`src/rtl/arith_pkg.sv`:
```
// arith_pkg: opcodes, command packing and result width shared by the arithmetic command queue.
package arith_pkg;
    localparam logic [1:0] OP_ADD = 2'b00;
    localparam logic [1:0] OP_SUB = 2'b01;
    localparam logic [1:0] OP_MUL = 2'b10;
    localparam logic [1:0] OP_RSV = 2'b11;
    localparam int RES_W = 32;
    typedef struct packed {
        logic [15:0] a;
        logic [15:0] b;
        logic [1:0]  op;
    } cmd_t;
endpackage

```
`src/rtl/arith_cmd_fifo.sv`:
```
// arith_cmd_fifo: command storage with wrapping pointers, occupancy level and synchronous flush.
module arith_cmd_fifo
    import arith_pkg::*;
#(
    parameter int DEPTH = 4
) (
    input  logic                   clk,
    input  logic                   rst_n,
    input  logic                   flush,
    input  logic                   push,
    input  logic                   pop,
    input  cmd_t                   wdata,
    output cmd_t                   rdata,
    output logic                   full,
    output logic                   empty,
    output logic [$clog2(DEPTH):0] level
);
    localparam int AW = $clog2(DEPTH);
    cmd_t mem_q [DEPTH];
    logic [AW-1:0] wptr_q, wptr_d, rptr_q, rptr_d;
    logic [AW:0] level_q, level_d;
    logic do_push, do_pop;
    assign full    = level_q == (AW+1)'(DEPTH);
    assign empty   = level_q == '0;
    assign level   = level_q;
    assign do_push = push && !full;
    assign do_pop  = pop && !empty;
    assign rdata   = empty ? '0 : mem_q[rptr_q];
    always_comb begin
        wptr_d  = wptr_q;
        rptr_d  = rptr_q;
        level_d = level_q;
        if (flush) begin
            wptr_d  = '0;
            rptr_d  = '0;
            level_d = '0;
        end else begin
            wptr_d  = do_push ? wptr_q + AW'(1) : wptr_q;
            rptr_d  = do_pop ? rptr_q + AW'(1) : rptr_q;
            level_d = level_q + {{AW{1'b0}}, do_push} - {{AW{1'b0}}, do_pop};
        end
    end
    always_ff @(posedge clk or negedge rst_n) begin
        if (!rst_n) begin
            wptr_q  <= '0;
            rptr_q  <= '0;
            level_q <= '0;
        end else begin
            wptr_q  <= wptr_d;
            rptr_q  <= rptr_d;
            level_q <= level_d;
        end
    end
    always_ff @(posedge clk) begin
        if (do_push && !flush) mem_q[wptr_q] <= wdata;
    end
endmodule

```
`src/rtl/arith_cmd_queue.sv`:
```
// arith_cmd_queue: buffers arithmetic commands and registers results over valid/ready.
// Define ARITH_CMD_QUEUE_STATS_EN to add the done_cnt/err_cnt statistics outputs.
module arith_cmd_queue
    import arith_pkg::*;
#(
    parameter int DEPTH = 4
) (
    input  logic                   s00_axi_aclk,
    input  logic                   s00_axi_aresetn,
    input  logic                   flush,
    input  logic                   cmd_valid,
    output logic                   cmd_ready,
    input  logic [15:0]            cmd_a,
    input  logic [15:0]            cmd_b,
    input  logic [1:0]             cmd_op,
    output logic [15:0]            arith_a,
    output logic [15:0]            arith_b,
    output logic [1:0]             arith_op,
    input  logic [RES_W-1:0]       arith_c,
    output logic                   rsp_valid,
    input  logic                   rsp_ready,
    output logic [RES_W-1:0]       rsp_data,
    output logic [1:0]             rsp_op,
    output logic                   rsp_err,
    output logic [$clog2(DEPTH):0] level
`ifdef ARITH_CMD_QUEUE_STATS_EN
    ,
    output logic [15:0]            done_cnt,
    output logic [7:0]             err_cnt
`endif
);
    cmd_t head;
    logic full, empty, pop, rsv;
    logic rsp_valid_q, rsp_valid_d, rsp_err_q, rsp_err_d;
    logic [RES_W-1:0] rsp_data_q, rsp_data_d;
    logic [1:0] rsp_op_q, rsp_op_d;
    arith_cmd_fifo #(.DEPTH(DEPTH)) u_fifo (
        .clk   (s00_axi_aclk),
        .rst_n (s00_axi_aresetn),
        .flush (flush),
        .push  (cmd_valid && cmd_ready),
        .pop   (pop),
        .wdata ('{a: cmd_a, b: cmd_b, op: cmd_op}),
        .rdata (head),
        .full  (full),
        .empty (empty),
        .level (level)
    );
    assign cmd_ready = !full;
    assign arith_a   = head.a;
    assign arith_b   = head.b;
    assign arith_op  = head.op;
    assign pop       = !empty && (!rsp_valid_q || rsp_ready) && !flush;
    assign rsv       = head.op == OP_RSV;
    assign rsp_valid = rsp_valid_q;
    assign rsp_data  = rsp_data_q;
    assign rsp_op    = rsp_op_q;
    assign rsp_err   = rsp_err_q;
    always_comb begin
        rsp_valid_d = rsp_valid_q;
        rsp_data_d  = rsp_data_q;
        rsp_op_d    = rsp_op_q;
        rsp_err_d   = rsp_err_q;
        if (flush) begin
            rsp_valid_d = 1'b0;
            rsp_data_d  = '0;
            rsp_op_d    = '0;
            rsp_err_d   = 1'b0;
        end else if (pop) begin
            rsp_valid_d = 1'b1;
            rsp_data_d  = rsv ? '0 : arith_c;
            rsp_op_d    = head.op;
            rsp_err_d   = rsv;
        end else if (rsp_ready) begin
            rsp_valid_d = 1'b0;
        end
    end
    always_ff @(posedge s00_axi_aclk or negedge s00_axi_aresetn) begin
        if (!s00_axi_aresetn) begin
            rsp_valid_q <= 1'b0;
            rsp_data_q  <= '0;
            rsp_op_q    <= '0;
            rsp_err_q   <= 1'b0;
        end else begin
            rsp_valid_q <= rsp_valid_d;
            rsp_data_q  <= rsp_data_d;
            rsp_op_q    <= rsp_op_d;
            rsp_err_q   <= rsp_err_d;
        end
    end
`ifdef ARITH_CMD_QUEUE_STATS_EN
    logic [15:0] done_cnt_q, done_cnt_d;
    logic [7:0] err_cnt_q, err_cnt_d;
    assign done_cnt = done_cnt_q;
    assign err_cnt  = err_cnt_q;
    always_comb begin
        done_cnt_d = done_cnt_q;
        err_cnt_d  = err_cnt_q;
        if (flush) begin
            done_cnt_d = '0;
            err_cnt_d  = '0;
        end else if (pop) begin
            done_cnt_d = done_cnt_q + 16'd1;
            err_cnt_d  = (rsv && err_cnt_q != 8'hFF) ? err_cnt_q + 8'd1 : err_cnt_q;
        end
    end
    always_ff @(posedge s00_axi_aclk or negedge s00_axi_aresetn) begin
        if (!s00_axi_aresetn) begin
            done_cnt_q <= '0;
            err_cnt_q  <= '0;
        end else begin
            done_cnt_q <= done_cnt_d;
            err_cnt_q  <= err_cnt_d;
        end
    end
`endif
endmodule

```
`config.mk`:
```
export PLATFORM = sky130hd
export DESIGN_NAME = arith_cmd_queue
export DESIGN_NICKNAME = d
export VERILOG_FILES = /design/src/rtl/arith_pkg.sv /design/src/rtl/arith_cmd_fifo.sv /design/src/rtl/arith_cmd_queue.sv
export SDC_FILE = /design/constraint.sdc
export NUM_CORES = 1
export LEC_CHECK = 0
export BUFFER_PORTS_ARGS = -buffer_cell sky130_fd_sc_hd__buf_4
export CAP_MARGIN = 20
export CORE_UTILIZATION = 50
export DETAILED_ROUTE_END_ITERATION = 10
export PLACE_DENSITY = 0.73
export SLEW_MARGIN = 20
export SYNTH_ARGS = -nofsm -noshare
export SYNTH_HDL_FRONTEND = slang
export SYNTH_SLANG_ARGS = --single-unit
```
`constraint.sdc`:
```
create_clock -name s00_axi_aclk -period 3.24 [get_ports s00_axi_aclk]
set_input_delay 0.648 -clock s00_axi_aclk [delete_from_list [all_inputs] [get_ports s00_axi_aclk]]
set_output_delay 0.648 -clock s00_axi_aclk [all_outputs]
set_load 0.02 [all_outputs]
```
Yosys cells after proc, flatten, opt, wreduce, memory -nomap -nowiden
Memories as Yosys holds them, arrays and structs flattened.
Cells that the tools add are included.
{"block": "totals", "reg_bits": 43, "ramBits": 136, "inputBits": 71, "out_inout_bits": 74, "n_memories": 1}
{"memory": "u_fifo.mem_q", "words": 4, "width": 34, "read_ports": 1, "rd_clocked_by_memory_dff": 0, "wr": 1, "line": "arith_cmd_fifo.sv:19", "rtl": "cmd_t mem_q [DEPTH];"}
{"block": "classes", "addsub": 4, "n_eq_ne": 2, "muxes": 18, "n_reduce_logical": 16}
{"cell": "$mux 32", "count": 3}
{"cell": "$mux 34", "count": 1}
{"cell": "$mux 2", "count": 6}
{"cell": "$mux 1", "count": 7}
{"cell": "$logic_and 1x1->1", "count": 6}
{"cell": "$reduce_bool 2->1", "count": 3}
{"cell": "$add 2x1->2 const B", "count": 2}
{"cell": "$logic_not 1->1", "count": 4}
{"cell": "$add 3x1->3", "count": 1}
{"cell": "$eq 3x3->1 const B", "count": 1}
{"cell": "$logic_not 3->1", "count": 1}
{"cell": "$mux 3", "count": 1}
{"cell": "$reduce_bool 3->1", "count": 1}
{"cell": "$sub 3x1->3", "count": 1}
{"cell": "$eq 2x2->1 const B", "count": 1}
{"cell": "$logic_or 1x1->1", "count": 1}

Longest topological paths before layout
{"block": "logic_depth", "word_depth": 7, "depth_mapped": 13}

Modules after synthesis
Synthesis repeated with hierarchy kept, for this count alone.
{"block": "hier_totals", "hier_cells": 349, "hier_area_um2": 6993.0}
{"module": "arith_cmd_fifo", "n_inst": 1, "cells_per_inst": 263, "area_per_inst_um2": 5622.9}
{"module": "arith_cmd_queue", "n_inst": 1, "cells_per_inst": 86, "area_per_inst_um2": 1370.1}

Worst setup path before layout
No wires, ideal clock.
{"block": "synth_path", "path_kind": "reg2reg", "startpoint": "register u_fifo.level_q[1] (netlist: u_fifo.level[1])", "endpoint": "register u_fifo.level_q[2] (netlist: u_fifo.level[2])", "setup_time_ps": 86, "arrival_ps": 2675, "required_ps": 3154, "slack_ps": 479, "stages_incl_launch_ff": 14, "period_less_slack_ps": 2761, "path_cell_list": "dfrtp_1 or3_1 buf_6 nand2_1 buf_2 nor2_1 ha_1 inv_1 ha_1 inv_1 fa_1 xor2_1 and2_1 nor3_1"}
{"block": "synth_between", "elab_chain_len": 7}
{"item": "start: declaration", "line": "arith_cmd_fifo.sv:21", "rtl": "logic [AW:0] level_q, level_d;"}
{"item": "start signal: assignment", "line": "arith_cmd_fifo.sv:51", "rtl": "level_q <= level_d;"}
{"item": "$eq 3x3->1 / $logic_not 3->1 (equally long branches)", "line": "arith_cmd_fifo.sv:23, arith_cmd_fifo.sv:24"}
{"item": "$logic_not 1->1, on equally long branches"}
{"item": "$logic_and 1x1->1, on equally long branches", "line": "arith_cmd_queue.sv:41, arith_cmd_queue.sv:53"}
{"item": "$logic_and 1x1->1, on equally long branches", "line": "arith_cmd_fifo.sv:26, arith_cmd_queue.sv:53"}
{"item": "$add 3x1->3 / $logic_and 1x1->1 (equally long branches)", "line": "arith_cmd_fifo.sv:40, arith_cmd_fifo.sv:27"}
{"item": "$sub 3x1->3 *", "line": "arith_cmd_fifo.sv:40", "rtl": "level_d = level_q + {{AW{1'b0}}, do_push} - {{AW{1'b0}}, do_pop};"}
{"item": "$mux 3 *", "line": "arith_cmd_fifo.sv:33", "rtl": "if (flush) begin"}
{"item": "via u_fifo.level_d[2]", "line": "arith_cmd_fifo.sv:21"}
Mark *: on every way through the listed nets, which the timed path passes. The rest lies on a longest branch.
A chain may end at the register's enable or synchronous reset.

Final worst setup path
{"block": "layout_path", "startpoint": "register u_fifo.rptr_q[1]", "endpoint": "output arith_op[1]"}
{"block": "layout_between", "elab_chain_len": 2}
{"item": "start: declaration", "line": "arith_cmd_fifo.sv:20", "rtl": "logic [AW-1:0] wptr_q, wptr_d, rptr_q, rptr_d;"}
{"item": "start signal: assignment", "line": "arith_cmd_fifo.sv:50", "rtl": "rptr_q <= rptr_d;"}
{"item": "$mem_v2 4x34"}
{"item": "$mux 34", "line": "arith_cmd_fifo.sv:28", "rtl": "assign rdata = empty ? '0 : mem_q[rptr_q];"}
{"item": "end: declaration", "line": "arith_cmd_queue.sv:18", "rtl": "output logic [1:0] arith_op,"}
Every way passes these cells.

==> impl_metrics.ini <==
[job]
max_cap_violations = 0

[final_layout]
diodes = 0
final_common_cell = buf_4
multi_input_area_sq_um = 1920
layout-drive-gt1-share_pct = 40.1
final_cell_mix = buf_4, edfxtp_1, dfrtp_1, and2_1, mux4_2
nFillCells = 1000
regArea_sq_um = 5160
area.growth.synth_to_final_pct = 23.5
nets = 620

[routing]
dr_total_vias = 4222
drc = 0
ant_nets = 0
drt-initial-drc-count = 251
drt_first_pass_iters = 4
wire_per_inst_microns = 20.1
viasPerCell = 5.75
routed_wl_microns = 14700

[critical_path]
start_kind = register
end_kind = output port
cp_max_fo = 36
crit_arrival_ns = 2.21
required_ns = 2.59
path_class = reg2out

[grt]
grt-ovfl-total = 0
grt_pass1_wl_microns = 22100
antenna_found_initial = 0
grt_usage_pct = 20.1
grt_max_degree = 71
grt_pass1_vias = 4261

[clock_tree]
clk-insertion-delay-late_ns = 0.42
cts-hold-fix-buffers = 0
cts_root_buf = clkbuf_16
numCtsBuffers = 17
cts_resized = 0
clk_pin_slew_ns = 0.06
cts_max_level = 4
postCtsSetupRepairBufs = 0
numClockSinks = 179
cts_buffer_depth = 2
cts_tree = yes

[sta]
fin_crit_ns = 2.86
rsz0062_at_grt = no
finalHoldViolCount = 0
worst_slew_pin_slew_ns = 0.896
fin_crit_sh_pct = 88.3
timing.final.ws_setup_ns = 0.380
slew_headroom_pct = 40.3
skew_ns = 0.00966
final_max_slew_viol_count = 0
fmax_mhz = 350
fin_tns_setup_ns = 0
setup_violations = 0

[synth]
synth.area.top_cells = edfxtp_1, dfrtp_1, mux4_2
synth_cell_types = 29
ys_seq_area_share_pct = 70.5
synth_edf_count = 136
synth_area_sq_um = 7320
synth_cells = 402
synth-main-ff-cell = edfxtp_1
avgSynthCellArea_sq_um = 18.2
yosysWarnings = 0
yosys.area.top_type_share_pct = 55.8
yosys.area.top_type = edfxtp_1
synth.ff_latch_count = 179
synth.net_count = 480
synthArstFlopShare_pct = 24.0

[hold_path]
hold_class = in2async

[die]
io_pins = 145
start_util_pct = 51.9
core_sq_um = 14100
die_y_microns = 123
die_w_microns = 123
die_area_sq_um = 15100
rows = 43

[power]
fin_total_pwr_w = 0.00751
ir_drop_uv = 587
p_leak_nw = 3.45
power.density_nw_per_um2 = 831

[outcome]
outcome = finished, final reports clean

[place]
pre_cts_slack_ns = 0.674
dpl.hpwl_microns = 9020
port_buffers = 144
globalplace.congestion = 0.768
-- worst paths after layout --
check / startpoint / to / slack (ns) / cells past startpoint
worst min register to register: rsp_data[1] / rsp_data[1] / 0.53 / 1
worst max-delay path: u_fifo.rptr_q[1] / arith_op[1] / 0.38 / 3
worst max register to register: u_fifo.level[1] / u_fifo.level[2] / 0.71 / 11
worst min-delay path: s00_axi_aresetn / rsp_data[6] / 0.21 / 1
max in group asynchronous: s00_axi_aresetn / u_fifo.rptr_q[0] / 2.61 / 1
min in group s00_axi_aclk: cmd_b[11] / u_fifo.mem_q[2][13] / 0.42 / 1
-- state kept, by name (all words and copies together), names as in the netlist --
name	cells
rsp_op	2
u_fifo.rptr_q	2
u_fifo.level	3
u_fifo.wptr_q	2
rsp_valid	1
rsp_err	1
u_fifo.mem_q	136
rsp_data	32
-- layer usage --
metal	up-vias	global-route usage (%)	wire (microns)
li1	1905	-	-
met1	2168	25.9	6080
met2	133	33.2	7440
met3	16	5.21	1000
met4	0	7.61	209
met5	-	0	0
-- where the power goes --
part	leakage [nW]	internal (W)	switching, W	total [W]
logic	1.40	0.00126	0.00153	0.00279
registers	1.81	0.00274	0.000193	0.00293
clock network	0.245	0.000971	0.000819	0.00179
total	3.45	0.00497	0.00254	0.00751
-- synthesized netlist by cell type (all sizes together) (2+ instances only) --
library cell,instances
a21oi,8
a32o,32
and2,39
and4,32
buf,16
clkbuf,17
dfrtp,43
edfxtp,136
ha,6
inv,9
mux4,34
nand2,2
nand3,5
nor2,4
nor2b,2
nor3,3
o21ai,6
-- metrics by stage --
stage                     hold WS, ns  utilization, %  instance area [sq um]  std cells
after global routing            0.250            64.1                   9040        734
after global placement          0.515            60.4                   8520        703
final                           0.211            64.1                   9040        734
after CTS                       0.217            64.1                   9040        734
after detailed placement        0.521            60.4                   8520        703
after floorplan                 0.352               -                   7320        402
-- final cells by class --
class	count	area share, %
inverters	9	0.374
clock inverters	13	0.969
repair buffers	154	13.1
well taps	180	2.49
flip-flops and latches	179	57.1
clock buffers	18	4.75
multi-input cells	181	21.2
-- logic make-up after synthesis --
family,after synthesis,synth area share [%]
AOI/OAI and AO/OA,47,5.44
muxes,34,10.5
adders and majority gates,7,1.30
and+or+nand+nor,92,8.76
buffers and inverters,42,3.35
DFF,179,70.5
xor gates and xnor gates,1,0.120
-- worst max-delay path, cell delays in order, from the launching register on --
cell and delay (ns):
dfrtp_2 0.96, mux4_2 0.48, and2_1 0.20, buf_4 0.15
Note: power is estimated with default switching activity, not from simulation.
